## src/rtl/pipe_ctrl.sv

```systemverilog
// Pipeline sequencer for the 5-stage core: per-stage stall vector, exception
// flush/redirect with a short PC hold, and a sticky runaway-stall detector.
module pipe_ctrl #(
    parameter int FLUSH_HOLD = 1,
    parameter int TIMEOUT    = 255,
    parameter int CNT_W      = 8
) (
    input  logic             clk,
    input  logic             rst,
    input  logic             stallreq_id,
    input  logic             stallreq_ex,
    input  logic             stallreq_mem,
    input  logic             excp_valid,
    input  logic [31:0]      excp_vector,
    output logic [5:0]       stall,
    output logic             flush,
    output logic [31:0]      new_pc,
    output logic             stall_timeout,
    output logic [CNT_W-1:0] stall_cnt
);

    typedef enum logic [1:0] {RUN, FLUSH, HOLD} state_t;

    localparam logic [CNT_W-1:0] CNT_MAX = '1;
    localparam logic [CNT_W-1:0] TO_M1   = CNT_W'(TIMEOUT - 1);
    localparam logic [3:0]       HOLD_LD = 4'(FLUSH_HOLD);

    state_t     state;
    logic [3:0] hold_cnt;
    logic       any_req;

    assign any_req = stallreq_id | stallreq_ex | stallreq_mem;

    // Requests only shape the stall vector in RUN; mem outranks ex outranks id.
    always_comb begin
        stall = 6'b000000;
        if (!rst) begin
            case (state)
                RUN: begin
                    if (stallreq_mem)     stall = 6'b011111;
                    else if (stallreq_ex) stall = 6'b001111;
                    else if (stallreq_id) stall = 6'b000111;
                end
                HOLD:    stall = 6'b000001;
                default: stall = 6'b000000;
            endcase
        end
    end

    always_ff @(posedge clk) begin
        if (rst) begin
            state         <= RUN;
            flush         <= 1'b0;
            new_pc        <= 32'h0;
            stall_cnt     <= '0;
            stall_timeout <= 1'b0;
            hold_cnt      <= 4'd0;
        end else begin
            case (state)
                RUN: begin
                    if (any_req) begin
                        if (stall_cnt == TO_M1) stall_timeout <= 1'b1;
                        if (stall_cnt != CNT_MAX) stall_cnt <= stall_cnt + CNT_W'(1);
                    end else begin
                        stall_cnt <= '0;
                    end
                    // Exception overrides the run counter: entering FLUSH restarts it.
                    if (excp_valid) begin
                        state     <= FLUSH;
                        flush     <= 1'b1;
                        new_pc    <= excp_vector;
                        stall_cnt <= '0;
                    end
                end
                FLUSH: begin
                    flush     <= 1'b0;
                    stall_cnt <= '0;
                    hold_cnt  <= HOLD_LD;
                    state     <= (FLUSH_HOLD > 0) ? HOLD : RUN;
                end
                HOLD: begin
                    stall_cnt <= '0;
                    hold_cnt  <= hold_cnt - 4'd1;
                    if (hold_cnt <= 4'd1) state <= RUN;
                end
                default: begin
                    state <= RUN;
                    flush <= 1'b0;
                end
            endcase
        end
    end

endmodule

```

## config.mk

```make
export PLATFORM = sky130hd
export DESIGN_NAME = pipe_ctrl
export DESIGN_NICKNAME = d
export VERILOG_FILES = /design/src/rtl/pipe_ctrl.sv
export SDC_FILE = /design/constraint.sdc
export NUM_CORES = 1
export LEC_CHECK = 0
export CAP_MARGIN = 20
export CORE_MARGIN = 8
export CORE_UTILIZATION = 65
export DETAILED_ROUTE_END_ITERATION = 6
export DONT_BUFFER_PORTS = 1
export PLACE_DENSITY = 0.81
export REMOVE_ABC_BUFFERS = 1
export SKIP_LAST_GASP = 1
export SLEW_MARGIN = 20
export SYNTH_ARGS = -nofsm -noshare
export SYNTH_HDL_FRONTEND = slang
export SYNTH_SLANG_ARGS = --single-unit
export TNS_END_PERCENT = 5
```

## constraint.sdc

```tcl
create_clock -name clk -period 2.7 [get_ports clk]
set_input_delay 0.135 -clock clk [delete_from_list [all_inputs] [get_ports clk]]
set_output_delay 0.135 -clock clk [all_outputs]
set_load 0.05 [all_outputs]
```

==> impl_metrics.ini, run 1 <==
[status]
outcome = finished, final reports clean

[die]
io_pins = 86
num_rows = 20
die_width_um = 72.6
die_y_um = 72.6
core_area_mm2 = 0.00305
die_area_mm2 = 0.00526
initial_core_util_pct = 68.1

[place]
hpwlAfterDp_um = 3450
place_congestion = 0.843
port_buffers = 0
placedInstanceArea_mm2 = 0.00215
place_inst = 294

[sta]
worst_pin_slew_ps = 664
finalCritPeriodShare_pct = 74.8
fin_skew_ps = 6.43
rsz0062_at_grt = false
fmax_ghz = 0.495
layout_min_cycle_time_ps = 2020
slew_viol_final = 0
hold_viol = 0
max-slew-margin-rel_pct = 55.7
holdWs_ps = 7.70
setup_viol = 0
finalSetupTns_ps = 0

[global_routing]
grt_pass1_vias = 1844
antenna_found_initial = 0
grt_first_pass_wirelength_um = 9570
grt_usage_pct = 23.3
gr-total-overflow = 0
grt_max_degree = 43

[synthesis]
yosys.area.top_type = dfxtp_1
yosys_warnings = 0
yosysTopAreaCellShare_pct = 46.2
synth_cell_types = 36
synth_cells = 254
ys_ff_latch = 48
seq_area_frac_synth_pct = 46.2
syn_avg_cell_area_um2 = 8.19
synth_area_leaders = dfxtp_1, nand2_1, a21oi_1, ha_1, a32o_1
syn_area_mm2 = 0.00208

[pwr]
powerDensity_mw_per_mm2 = 714
leakagePower_nw = 1.04
seqPwrFrac_pct = 53.9
ir_worst_vdd_v = 0.000400
clkPwrFrac_pct = 24.9
p_sw_share_pct = 38.7
internal_power_w = 0.00113
share_comb_of_total_power_pct = 21.3
switchingPower_w = 0.000716
finalPower_w = 0.00185

[clocking]
clockRootBuffer = clkbuf_4
cts_tree = yes
h-tree-depth = 2
clkTransAtPathRegs_ps = 130
postCtsResizedCells = 0
clock_sinks = 48
cts_buffer_depth = 2
postCtsSetupRepairBufs = 0
numCtsBuffers = 5
insertion_delay_ps = 370

[setup_path]
crit_path_end_kind = flip-flop
reg2reg_slack_ps = 680
timing.critical_path.from = stall_cnt[0]$_SDFFE_PP0P_
cp_max_fo = 7
r2r_end = stall_cnt[2]$_SDFFE_PP0P_
reg2reg_from = stall_cnt[0]$_SDFFE_PP0P_
cp_data_required_time_ps = 2980
critPathLaunchType = flip-flop
crit_end = stall_cnt[2]$_SDFFE_PP0P_
ff2ff_path_depth = 5
crit_arrival_ps = 2300
path_class = flip-flop to flip-flop

[detailed_routing]
ant_nets = 0
drt_iter0_drc = 222
vias = 1977
wl_per_cell_um = 18.8
drc = 0
wl_um = 6300
vias_per_cell = 5.88
first_pass_iters = 6

[worst_hold_path]
holdCritPathClass = primary input to flip-flop
min_delay_path_depth = 2

[finish]
fillers = 182
final_area_mm2 = 0.00259
drive_gt1_share_pct = 8.56
final_cell_mix = nand2_1, dfxtp_1, a21oi_1
fin_nets = 338
antenna_cells = 0
final_cells = 336
area_delta_synth_final_pct = 24.6
final_common_cell = nand2_1

[flow_run]
cap_viol_max_count = 0
-- per-layer routing --
metal	GRT usage, %	routed length [um]	part of all wire (%)	vias to the layer above
met5	0	0	0	-
met4	10.4	162	2.6	0
met1	24.7	2310	37	924
met3	8.40	714	11	18
met2	40.4	3120	50	102
li1	-	-	-	933
-- worst max-delay path: stages, from the launching register on --
cell	delay (ps)
dfxtp_1	770
ha_1	320
nand2b_1	120
o41ai_4	330
nor2_2	140
a32o_1	240
-- synth_stat cells --
cell type / n
o41a_1: 1
buf_2: 4
nor2_1: 9
or3_1: 3
a41oi_1: 1
nand4_1: 1
o22a_1: 1
a21oi_1: 40
a211oi_2: 1
inv_1: 8
nor2b_1: 1
nand3_1: 4
o211a_1: 1
nor3b_1: 5
a22o_1: 1
o21ai_0: 10
nor4_1: 1
clkbuf_1: 7
a32o_1: 5
and3_1: 3
o31ai_4: 1
nor2_2: 1
buf_1: 2
o31ai_1: 1
or2b_1: 1
buf_4: 2
nand2_1: 70
dfxtp_1: 48
ha_1: 9
o41ai_4: 1
conb_1: 1
o31a_1: 1
a41o_1: 1
nor3_1: 5
nand2b_1: 1
and2_1: 2
-- power groups by stage --
stage          combinational (W)  clock [W]  sequential (W)
6_report                0.000393   0.000460        0.000996
5_1_grt                 0.000429   0.000493         0.00100
4_1_cts                 0.000378   0.000458        0.000993
3_5_place_dp            0.000324          0         0.00101
3_3_place_gp            0.000316          0         0.00101
2_1_floorplan           0.000253          0        0.000996
-- how the worst min path moves through the flow --
| stage | startpoint | to | slack (ps) |
|---|---|---|---|
| detailed placement | rst | stall_cnt[6]$_SDFFE_PP0P_ | 210 |
| global placement | rst | stall_cnt[6]$_SDFFE_PP0P_ | 210 |
| CTS | rst | stall_cnt[4]$_SDFFE_PP0P_ | 9 |
| global route | rst | stall_cnt[3]$_SDFFE_PP0P_ | 8 |
| floorplan | rst | stall_cnt[6]$_SDFFE_PP0P_ | 200 |
| finish | rst | stall_cnt[4]$_SDFFE_PP0P_ | 8 |
-- state kept, by name, indices dropped and copies added (netlist names) --
register	count
new_pc	32
stall_timeout	1
flush	1
hold_cnt	4
state	2
stall_cnt	8
-- timing repair --
action                     CTS  global route
hold buffers                34             0
setup endpoints to repair    0             0
hold endpoints to repair    42             0
-- cells by family after synthesis --
group / count (synthesis) / synth area share [%]
and+or+nand+nor: 107 / 22.5
AOI/OAI and AO/OA: 66 / 20.9
DFF: 48 / 46.2
buffers and inverters: 23 / 4.75
adders and majority gates: 9 / 5.42
other: 1 / 0.180
-- through the flow --
step	util (%)	setup WS, ps
6_report	84.9	681
2_1_floorplan	-	471
3_3_place_gp	70.5	781
5_1_grt	84.9	540
4_1_cts	84.9	696
3_5_place_dp	70.5	744
-- layout make-up --
class	instances	area [um^2]	area share [%]
clock buffer	6	51.3	1.98
clock inverter	2	38.8	1.50
tap	44	55.1	2.12
multi-input combinational	183	1020	39.4
sequential	48	961	37.1
inverter	8	30.0	1.16
timing repair buffer	45	433	16.7
Power figures use the tool's default switching activity.
==> inputs of run 2 (changes only) <==
--- a/config.mk
+++ b/config.mk
@@ -5,12 +5,13 @@
 export SDC_FILE = /design/constraint.sdc
 export NUM_CORES = 1
 export LEC_CHECK = 0
+export ABC_AREA = 1
 export CAP_MARGIN = 20
 export CORE_MARGIN = 8
-export CORE_UTILIZATION = 65
+export CORE_UTILIZATION = 56
 export DETAILED_ROUTE_END_ITERATION = 6
 export DONT_BUFFER_PORTS = 1
-export PLACE_DENSITY = 0.81
+export PLACE_DENSITY = 0.74
 export REMOVE_ABC_BUFFERS = 1
 export SKIP_LAST_GASP = 1
 export SLEW_MARGIN = 20
==> constraint.sdc (replaced) <==
create_clock -name clk -period 1.7 [get_ports clk]
set_input_delay 0.085 -clock clk [delete_from_list [all_inputs] [get_ports clk]]
set_output_delay 0.085 -clock clk [all_outputs]
set_load 0.05 [all_outputs]
==> run 2 against run 1 <==
Compared with the run above:
- clock-buffer cell count did not move
- clock skew fell by 4.2 ps
- combinational power rose to 5.1 times the previous value
- critical endpoint is now stall[0]
- first-iteration DRC count fell by 56%
- highest routed layer unchanged
- register-to-register slack got worse by 540 ps
- setup slack got worse by 590 ps
- largest cell class unchanged
==> impl_metrics.ini, run 2 <==
[finish]
largest_register_ffs = 32
area_delta_synth_final_pct = 30.7
drive_gt1_share_pct = 15.3
final_common_cell = nor2_1
final_cell_mix = nor2_1, dfxtp_1, o21ai_0
fin_nets = 406
post-route-util_pct = 76.4
reg.largest.list = new_pc: 32 flops, stall_cnt: 8 flops, hold_cnt: 4 flops
largest_register = new_pc
antenna_cells = 0

[clocking]
cts_tree = yes
insertion_delay_ps = 300
h-tree-depth = 2
numCtsBuffers = 5
clkTransAtPathRegs_ps = 90
clockRootBuffer = clkbuf_8
cts_buffer_depth = 2
clock_sinks = 48

[place]
place_congestion = 0.903
port_buffers = 0
hpwlAfterDp_um = 3830

[setup_path]
reg2reg_slack_ps = 140
crit_path_end_kind = output pin
crit_slowest_cell = dfxtp_1
reg2reg_from = state[0]$_SDFFE_PP0P_
crit_chain = inv_1, ha_2, nand2_1, o21ai_1, buf_4
critPathLaunchType = flip-flop
cp_data_required_time_ps = 1620
path_class = flip-flop to output pin
r2r_end = stall_cnt[6]$_SDFFE_PP0P_
crit_arrival_ps = 1520
timing.critical_path.from = state[0]$_SDFFE_PP0P_
critical_path.max_stage_delay_ps = 330
cp_max_fo = 5
crit_end = stall[0]
ff2ff_path_depth = 9

[synthesis]
yosys.area.top_type = dfxtp_1
synth_cells = 302
seq_area_frac_synth_pct = 44.6
synth_area_leaders = dfxtp_1, nor2_1, o21ai_0, nand2_1, ha_1
synth_common_cells = nor2_1, dfxtp_1, o21ai_0, nand2_1, inv_1
ys.flop_type = dfxtp_1
syn_area_mm2 = 0.00215
yosysMostFrequentCell = nor2_1
ys_ff_latch = 48
syn_avg_cell_area_um2 = 7.13
yosysTopAreaCellShare_pct = 44.6
synthArstFlopShare_pct = 0
synth_cell_types = 25
yosys_warnings = 0
synth_edf_count = 0

[status]
outcome = finished, final reports clean

[detailed_routing]
ant_nets = 0
drc = 0
vias_per_cell = 5.09
vias = 2077
wl_um = 5940
drt_iter0_drc = 98
wl_per_cell_um = 14.6
first_pass_iters = 4

[sta]
worst_pin_slew_ps = 544
slew_viol_final = 0
holdWs_ps = 86.0
max-slew-margin-rel_pct = 63.7
fmax_ghz = 0.622
hold_viol = 0
setup_viol = 0
layout_min_cycle_time_ps = 1610
finalCritPeriodShare_pct = 94.6
finalSetupTns_ps = 0
fin_skew_ps = 2.23

[pwr]
ir_worst_vdd_v = 0.00125
powerDensity_mw_per_mm2 = 1720
leakagePower_nw = 1.24

[global_routing]
antenna_found_initial = 0
top_usage_layer = met2
grt_max_degree = 33
use_met2_pct = 33.2
gr-usage-met3_pct = 6.61
grt_pass1_vias = 2032
gr-usage-met1_pct = 22.2
grt_first_pass_wirelength_um = 9750
gr-total-overflow = 0
grt_usage_pct = 19.4

[worst_hold_path]
holdCritPathClass = primary input to flip-flop
min_delay_path_depth = 4

[die]
die_y_um = 78.0
die_width_um = 78.0
io_pins = 86
die_area_mm2 = 0.00609
num_rows = 22
initial_core_util_pct = 58.4
core_area_mm2 = 0.00369

[flow_run]
cap_viol_max_count = 0
==> run 2: changes by cell type in the layout (fill, tap and decap cells not counted), moves of 5 or more <==
cell,previous run,this run
a32o_1,5,0
clkbuf_4,5,0
nand2_2,0,6
buf_4,11,29
nor2_1,8,87
nand2_1,70,39
inv_1,8,23
o21ai_0,10,40
a21oi_1,40,5
clkbuf_8,1,6
==> run 2: how the worst min path moves through the flow <==
stage	start	end	slack [ps]
after detailed placement	rst	hold_cnt[1]$_SDFFE_PP0N_	160
after CTS	excp_valid	flush$_SDFFE_PP0P_	80
after floorplan	rst	hold_cnt[1]$_SDFFE_PP0N_	160
final	excp_valid	flush$_SDFFE_PP0P_	90
after global placement	rst	hold_cnt[1]$_SDFFE_PP0N_	160
after global routing	rst	stall_cnt[7]$_SDFFE_PP0P_	110
==> run 2: metal layers <==
layer / vias to the layer above / part of all wire, %
met1: 938 / 43
met5: - / 0
met2: 73 / 48
met3: 7 / 7.8
li1: 1059 / -
met4: 0 / 1.1
==> run 2: metrics by stage <==
step | std cells | power [W] | cell area, um^2 | worst slack (ps)
2_1_floorplan | 289 | 0.00348 | 2090 | -487
3_3_place_gp | 367 | 0.00400 | 2390 | 187
3_5_place_dp | 367 | 0.00406 | 2390 | 144
4_1_cts | 408 | 0.00482 | 2810 | 31.5
5_1_grt | 408 | 0.00515 | 2820 | -20.4
6_report | 408 | 0.00485 | 2820 | 91.4
==> run 2: cell families (layout without fill, tap and decap cells) <==
group / Yosys count / in the layout / share of synthesized area (%)
adders and majority gates: 9 / 9 / 5.23
AOI/OAI and AO/OA: 50 / 50 / 11.8
DFF: 48 / 48 / 44.6
and+or+nand+nor: 155 / 155 / 30.4
other: 1 / 1 / 0.174
buffers and inverters: 39 / 97 / 7.72
==> run 2: layout make-up <==
type | instances | area (um^2)
Clock buffer | 6 | 82.6
Clock inverter | 2 | 15.0
Fill cell | 276 | 872
Inverter | 26 | 97.6
Multi-Input combinational cell | 215 | 1030
Sequential cell | 48 | 961
Tap cell | 48 | 60.1
Timing Repair Buffer | 63 | 568
==> run 2: what timing repair did <==
item                                    in CTS  in global routing
resized for setup                            0                  1
buffers inserted                             0                  0
endpoints found under the setup margin       0                  6
hold endpoints to repair                    33                  0
hold buffers                                33                  0
==> run 2: where the power goes <==
part / leakage, nW / internal, W / switching, W
clock: 0.0434 / 0.000329 / 0.000381
sequential: 0.395 / 0.00142 / 0.000729
combinational: 0.803 / 0.000666 / 0.00133
total: 1.24 / 0.00241 / 0.00244
==> run 2: critical path: cells and delay by family (launching register included) <==
kind                     cells  cell delay [ps]
buffers and inverters        2              340
flip-flops                   1              330
adder cells (fa/ha/maj)      1              250
AO/OA/AOI/OAI                1              170
AND/OR/NAND/NOR              1              130
